## src/rtl/axi_write_arbiter.sv

```systemverilog
// Two-master AXI write arbiter: one grant per burst, AW/W/B routing locked to the winner until B completes.
// Build option WARB_FIXED_PRIO_EN: master 0 wins simultaneous requests; default is round-robin.
module axi_write_arbiter #(
    parameter int ADDR_W = 32,
    parameter int DATA_W = 32,
    parameter int ID_W   = 4
) (
    input  logic                ACLK,
    input  logic                ARESETn,
    input  logic                M0_AWVALID,
    output logic                M0_AWREADY,
    input  logic [ID_W-1:0]     M0_AWID,
    input  logic [ADDR_W-1:0]   M0_AWADDR,
    input  logic [3:0]          M0_AWLEN,
    input  logic [2:0]          M0_AWSIZE,
    input  logic [1:0]          M0_AWBURST,
    input  logic [DATA_W-1:0]   M0_WDATA,
    input  logic [DATA_W/8-1:0] M0_WSTRB,
    input  logic                M0_WLAST,
    input  logic                M0_WVALID,
    output logic                M0_WREADY,
    output logic                M0_BVALID,
    output logic [1:0]          M0_BRESP,
    output logic [ID_W-1:0]     M0_BID,
    input  logic                M0_BREADY,
    input  logic                M1_AWVALID,
    output logic                M1_AWREADY,
    input  logic [ID_W-1:0]     M1_AWID,
    input  logic [ADDR_W-1:0]   M1_AWADDR,
    input  logic [3:0]          M1_AWLEN,
    input  logic [2:0]          M1_AWSIZE,
    input  logic [1:0]          M1_AWBURST,
    input  logic [DATA_W-1:0]   M1_WDATA,
    input  logic [DATA_W/8-1:0] M1_WSTRB,
    input  logic                M1_WLAST,
    input  logic                M1_WVALID,
    output logic                M1_WREADY,
    output logic                M1_BVALID,
    output logic [1:0]          M1_BRESP,
    output logic [ID_W-1:0]     M1_BID,
    input  logic                M1_BREADY,
    output logic                S_AWVALID,
    input  logic                S_AWREADY,
    output logic [ID_W:0]       S_AWID,
    output logic [ADDR_W-1:0]   S_AWADDR,
    output logic [3:0]          S_AWLEN,
    output logic [2:0]          S_AWSIZE,
    output logic [1:0]          S_AWBURST,
    output logic [DATA_W-1:0]   S_WDATA,
    output logic [DATA_W/8-1:0] S_WSTRB,
    output logic                S_WLAST,
    output logic                S_WVALID,
    input  logic                S_WREADY,
    input  logic                S_BVALID,
    input  logic [1:0]          S_BRESP,
    input  logic [ID_W:0]       S_BID,
    output logic                S_BREADY,
    output logic                busy
);

    typedef enum logic [1:0] {ST_IDLE, ST_ADDR, ST_DATA, ST_RESP} state_t;

    state_t r_state;
    state_t w_state_next;
    logic   r_grant;
    logic   w_grant_next;
    logic   w_winner;
    logic   w_in_addr, w_in_data, w_in_resp;
    logic   w_aw_hs, w_w_hs, w_b_hs;
    logic   w_unused_bid_msb;

    logic [1:0] w_m_awvalid, w_m_wvalid, w_m_wlast, w_m_bready;
    logic [1:0] w_own, w_awready, w_wready, w_bvalid;
    logic [1:0]      w_bresp [2];
    logic [ID_W-1:0] w_bid   [2];

    assign w_m_awvalid = {M1_AWVALID, M0_AWVALID};
    assign w_m_wvalid  = {M1_WVALID,  M0_WVALID};
    assign w_m_wlast   = {M1_WLAST,   M0_WLAST};
    assign w_m_bready  = {M1_BREADY,  M0_BREADY};

    // The slave-side ID MSB is ignored: with one transaction in flight the
    // response always belongs to the current grant.
    assign w_unused_bid_msb = S_BID[ID_W];

`ifdef WARB_FIXED_PRIO_EN
    assign w_winner = ~M0_AWVALID;
`else
    logic r_last_grant;

    assign w_winner = (M0_AWVALID & M1_AWVALID) ? ~r_last_grant : M1_AWVALID;

    always_ff @(posedge ACLK or negedge ARESETn) begin
        if (!ARESETn) begin
            r_last_grant <= 1'b1;
        end else if (w_aw_hs) begin
            r_last_grant <= r_grant;
        end
    end
`endif

    assign w_in_addr = (r_state == ST_ADDR);
    assign w_in_data = (r_state == ST_DATA);
    assign w_in_resp = (r_state == ST_RESP);
    assign w_aw_hs   = S_AWVALID & S_AWREADY;
    assign w_w_hs    = S_WVALID & S_WREADY;
    assign w_b_hs    = S_BVALID & S_BREADY;

    always_ff @(posedge ACLK or negedge ARESETn) begin
        if (!ARESETn) begin
            r_state <= ST_IDLE;
            r_grant <= 1'b0;
        end else begin
            r_state <= w_state_next;
            r_grant <= w_grant_next;
        end
    end

    always_comb begin
        w_state_next = r_state;
        w_grant_next = r_grant;
        case (r_state)
            ST_IDLE: begin
                if (M0_AWVALID | M1_AWVALID) begin
                    w_state_next = ST_ADDR;
                    w_grant_next = w_winner;
                end
            end
            ST_ADDR: if (w_aw_hs)            w_state_next = ST_DATA;
            ST_DATA: if (w_w_hs && S_WLAST)  w_state_next = ST_RESP;
            ST_RESP: if (w_b_hs)             w_state_next = ST_IDLE;
            default:                         w_state_next = ST_IDLE;
        endcase
    end

    // Slave-side payloads are forced to zero outside their phase so idle/reset outputs are clean.
    assign S_AWVALID = w_in_addr & w_m_awvalid[r_grant];
    assign S_AWID    = w_in_addr ? {r_grant, (r_grant ? M1_AWID : M0_AWID)} : '0;
    assign S_AWADDR  = w_in_addr ? (r_grant ? M1_AWADDR  : M0_AWADDR)  : '0;
    assign S_AWLEN   = w_in_addr ? (r_grant ? M1_AWLEN   : M0_AWLEN)   : '0;
    assign S_AWSIZE  = w_in_addr ? (r_grant ? M1_AWSIZE  : M0_AWSIZE)  : '0;
    assign S_AWBURST = w_in_addr ? (r_grant ? M1_AWBURST : M0_AWBURST) : '0;

    assign S_WVALID  = w_in_data & w_m_wvalid[r_grant];
    assign S_WLAST   = w_in_data & w_m_wlast[r_grant];
    assign S_WDATA   = w_in_data ? (r_grant ? M1_WDATA : M0_WDATA) : '0;
    assign S_WSTRB   = w_in_data ? (r_grant ? M1_WSTRB : M0_WSTRB) : '0;

    assign S_BREADY  = w_in_resp & w_m_bready[r_grant];
    assign busy      = (r_state != ST_IDLE);

    generate
        for (genvar gi = 0; gi < 2; gi++) begin : g_master
            assign w_own[gi]     = (gi == 1) ? r_grant : ~r_grant;
            assign w_awready[gi] = w_in_addr & w_own[gi] & S_AWREADY;
            assign w_wready[gi]  = w_in_data & w_own[gi] & S_WREADY;
            assign w_bvalid[gi]  = w_in_resp & w_own[gi] & S_BVALID;
            assign w_bresp[gi]   = (w_in_resp & w_own[gi]) ? S_BRESP : 2'b00;
            assign w_bid[gi]     = (w_in_resp & w_own[gi]) ? S_BID[ID_W-1:0] : '0;
        end
    endgenerate

    assign M0_AWREADY = w_awready[0];
    assign M1_AWREADY = w_awready[1];
    assign M0_WREADY  = w_wready[0];
    assign M1_WREADY  = w_wready[1];
    assign M0_BVALID  = w_bvalid[0];
    assign M1_BVALID  = w_bvalid[1];
    assign M0_BRESP   = w_bresp[0];
    assign M1_BRESP   = w_bresp[1];
    assign M0_BID     = w_bid[0];
    assign M1_BID     = w_bid[1];

endmodule

```

## config.mk

```make
export PLATFORM = sky130hd
export DESIGN_NAME = axi_write_arbiter
export DESIGN_NICKNAME = d
export VERILOG_FILES = /design/src/rtl/axi_write_arbiter.sv
export SDC_FILE = /design/constraint.sdc
export NUM_CORES = 1
export LEC_CHECK = 0
export ABC_AREA = 1
export CAP_MARGIN = 15
export CORE_AREA = 2 2 113 115
export DETAILED_ROUTE_END_ITERATION = 8
export DIE_AREA = 0 0 115 117
export DONT_BUFFER_PORTS = 1
export MAX_ROUTING_LAYER = met4
export PLACE_DENSITY_LB_ADDON = 0.1
export SLEW_MARGIN = 5
export SYNTH_ARGS = -nofsm -noshare
export SYNTH_HDL_FRONTEND = slang
export SYNTH_SLANG_ARGS = --single-unit
```

## constraint.sdc

```tcl
create_clock -name ACLK -period 2 [get_ports ACLK]
set_input_delay 0.3 -clock ACLK [delete_from_list [all_inputs] [get_ports ACLK]]
set_output_delay 0.3 -clock ACLK [all_outputs]
set_load 0.005 [all_outputs]
```

==> results.json <==
{
  "outcome": "completed",
  "yosysSeqAreaShare": 0.06240,
  "rsz0062_at_grt": "false",
  "startpoint": "r_state[1]$_DFFE_PN0P_",
  "ant_nets": 0,
  "rr_worst_depth": 9,
  "cts_tree": "built",
  "place_inst": 486,
  "critPathKind": "reg2out",
  "grt_max_degree": 47,
  "drc": 0,
  "gp_congestion": 0.7273,
  "ys_warn_count": 0,
  "clk_pin_slew_ps": 30,
  "final_max_slew_viol_count": 0,
  "critPathLaunchType": "register",
  "hold_violations": 0,
  "cts_setup_buffers": 0,
  "reg2reg_slack_ps": 390,
  "track_usage": 0.09411,
  "hpwl_um": 6431,
  "tightestPinTransition_ps": 319.0,
  "fmax_ghz": 0.5436,
  "clock_sinks": 4,
  "p_leak_uw": 0.0009980,
  "maxCapViolations": 0,
  "cts_buffers": 3,
  "grt_antenna_before_repair": 0,
  "drive_gt1_frac": 0.07310,
  "ys_ff_latch": 4,
  "wl_per_cell_um": 15.89,
  "core_area_um2": 12310,
  "ys_types": 23,
  "firstDrtPassIters": 4,
  "fillCellCount": 1416,
  "clockBufferDepth": 2,
  "crit_end": "S_AWID[1]",
  "min_period_ps": 1839,
  "setup_tns_ps": 0,
  "io_buffer_count": 0,
  "fin_nets": 529,
  "powerDensity_nw_per_um2": 1444,
  "hp-class": "in2reg",
  "final_common_cell": "nand2_1",
  "grt_pass1_vias": 1888,
  "instances_no_fill": 492,
  "wl_um": 7820,
  "syn-cell-area_um2": 1624,
  "utilization": 0.1587,
  "htree_levels": 1,
  "cts-root-buf": "clkbuf_16",
  "fin_worst_skew_ps": 2.644,
  "die_w_um": 115,
  "area_delta_synth_final_pct": 20.34,
  "end_kind": "output pin",
  "via_per_inst": 4.646,
  "clk_latency_ps": 220,
  "worstPathRequired_ps": 1700,
  "rows": 41,
  "grt.overflow.total": 0,
  "n_antenna_cell": 0,
  "drt-initial-drc-count": 107,
  "ir_drop_mv": 0.4443,
  "die_height_um": 117,
  "cp.arrival_ps": 1540,
  "synth.net_count": 537,
  "fp.dieArea_um2": 13460,
  "pin_count": 287,
  "rr_endpoint": "r_state[1]$_DFFE_PN0P_",
  "r2r-start": "r_grant$_DFFE_PN0P_",
  "vias": 2286,
  "syn_inst": 351,
  "avgSynthCellArea_um2": 4.627,
  "setup_violations": 0,
  "start_util": 0.1319,
  "final_cell_mix": "nand2_1 (180), nand3_1 (51), a21oi_1 (40), nor2_1 (16), inv_1 (15)",
  "period_share": 0.9197,
  "worst-path-max-fanout": 23,
  "max_slew_margin": 0.7873,
  "grt_pass1_wl_um": 9611
}
[worst min path at each step]
stage,end,cells past startpoint,startpoint
final,r_last_grant$_DFFE_PN1P_,1,S_AWREADY
after detailed placement,r_grant$_DFFE_PN0P_,0,ARESETn
after CTS,r_last_grant$_DFFE_PN1P_,1,S_AWREADY
after global placement,r_state[0]$_DFFE_PN0P_,0,ARESETn
after floorplan,r_grant$_DFFE_PN0P_,0,ARESETn
after global routing,r_last_grant$_DFFE_PN1P_,1,S_AWREADY
[synthesized netlist by cell type, drive strengths merged]
cell	instances	share of area
nand3	52	0.16
a21oi	41	0.13
a31oi	1	0.0039
nand4	2	0.0077
nor2	17	0.041
ha	4	0.031
inv	17	0.041
buf	24	0.080
dfrtp	3	0.046
clkbuf	3	0.0069
nand2	182	0.42
nor3	3	0.0092
dfstp	1	0.016
o21ai	1	0.0031
[metal layers]
metal	vias to the layer above	global-route usage	wire [um]
li1	1100	-	-
met1	996	0.09034	2827
met2	190	0.2024	4165
met3	0	0.01545	826
met4	0	0.004819	0
met5	-	-	0
[kinds of logic after synthesis]
group	share of synthesized area
compound gates	0.1356
fa+ha+maj	0.03082
buf+inv	0.1279
flops	0.06241
simple gates	0.6433
[state kept, by name, summed over array words and instances, names as in the netlist]
register	cells
r_grant	1
r_last_grant	1
r_state	2
[cell type report]
class / count / area (um^2) / area share
Clock buffer: 4 / 78.83 / 0.04033
Inverter: 17 / 66.31 / 0.03393
Multi-Input combinational cell: 303 / 1320 / 0.6754
Sequential cell: 4 / 101.3 / 0.05186
Tap cell: 150 / 187.7 / 0.09603
Timing Repair Buffer: 14 / 200.2 / 0.1024
[stage by stage]
stage	setup WS, ps	area (um^2)	power [uW]	hold slack [ps]
2_1_floorplan	451.2	1624	1843	4.409
3_3_place_gp	331.7	1836	2476	4.538
3_5_place_dp	320.7	1836	2488	4.562
4_1_cts	79.49	1924	2822	153.1
5_1_grt	13.92	1954	3163	159.1
6_report	160.5	1954	2823	156.5
[worst max-delay path: stages, from the launching register on]
cell     delay (ps)
dfrtp_1         410
inv_1            90
ha_2            210
nand2_1          90
inv_2           130
buf_12          170
nand2_1          90
nand2_1         120
[repair_timing]
item,CTS,global route
resized for setup,0,2
endpoints found under the setup margin,0,9
endpoints found under the hold margin,4,0
hold buffers,1,0
[power by group]
group	total (uW)	internal [uW]	switching [uW]
registers	190	132	57.6
logic	2310	742	1570
clock network	320	263	56.7
No activity file was read; power rests on OpenSTA's default activity.
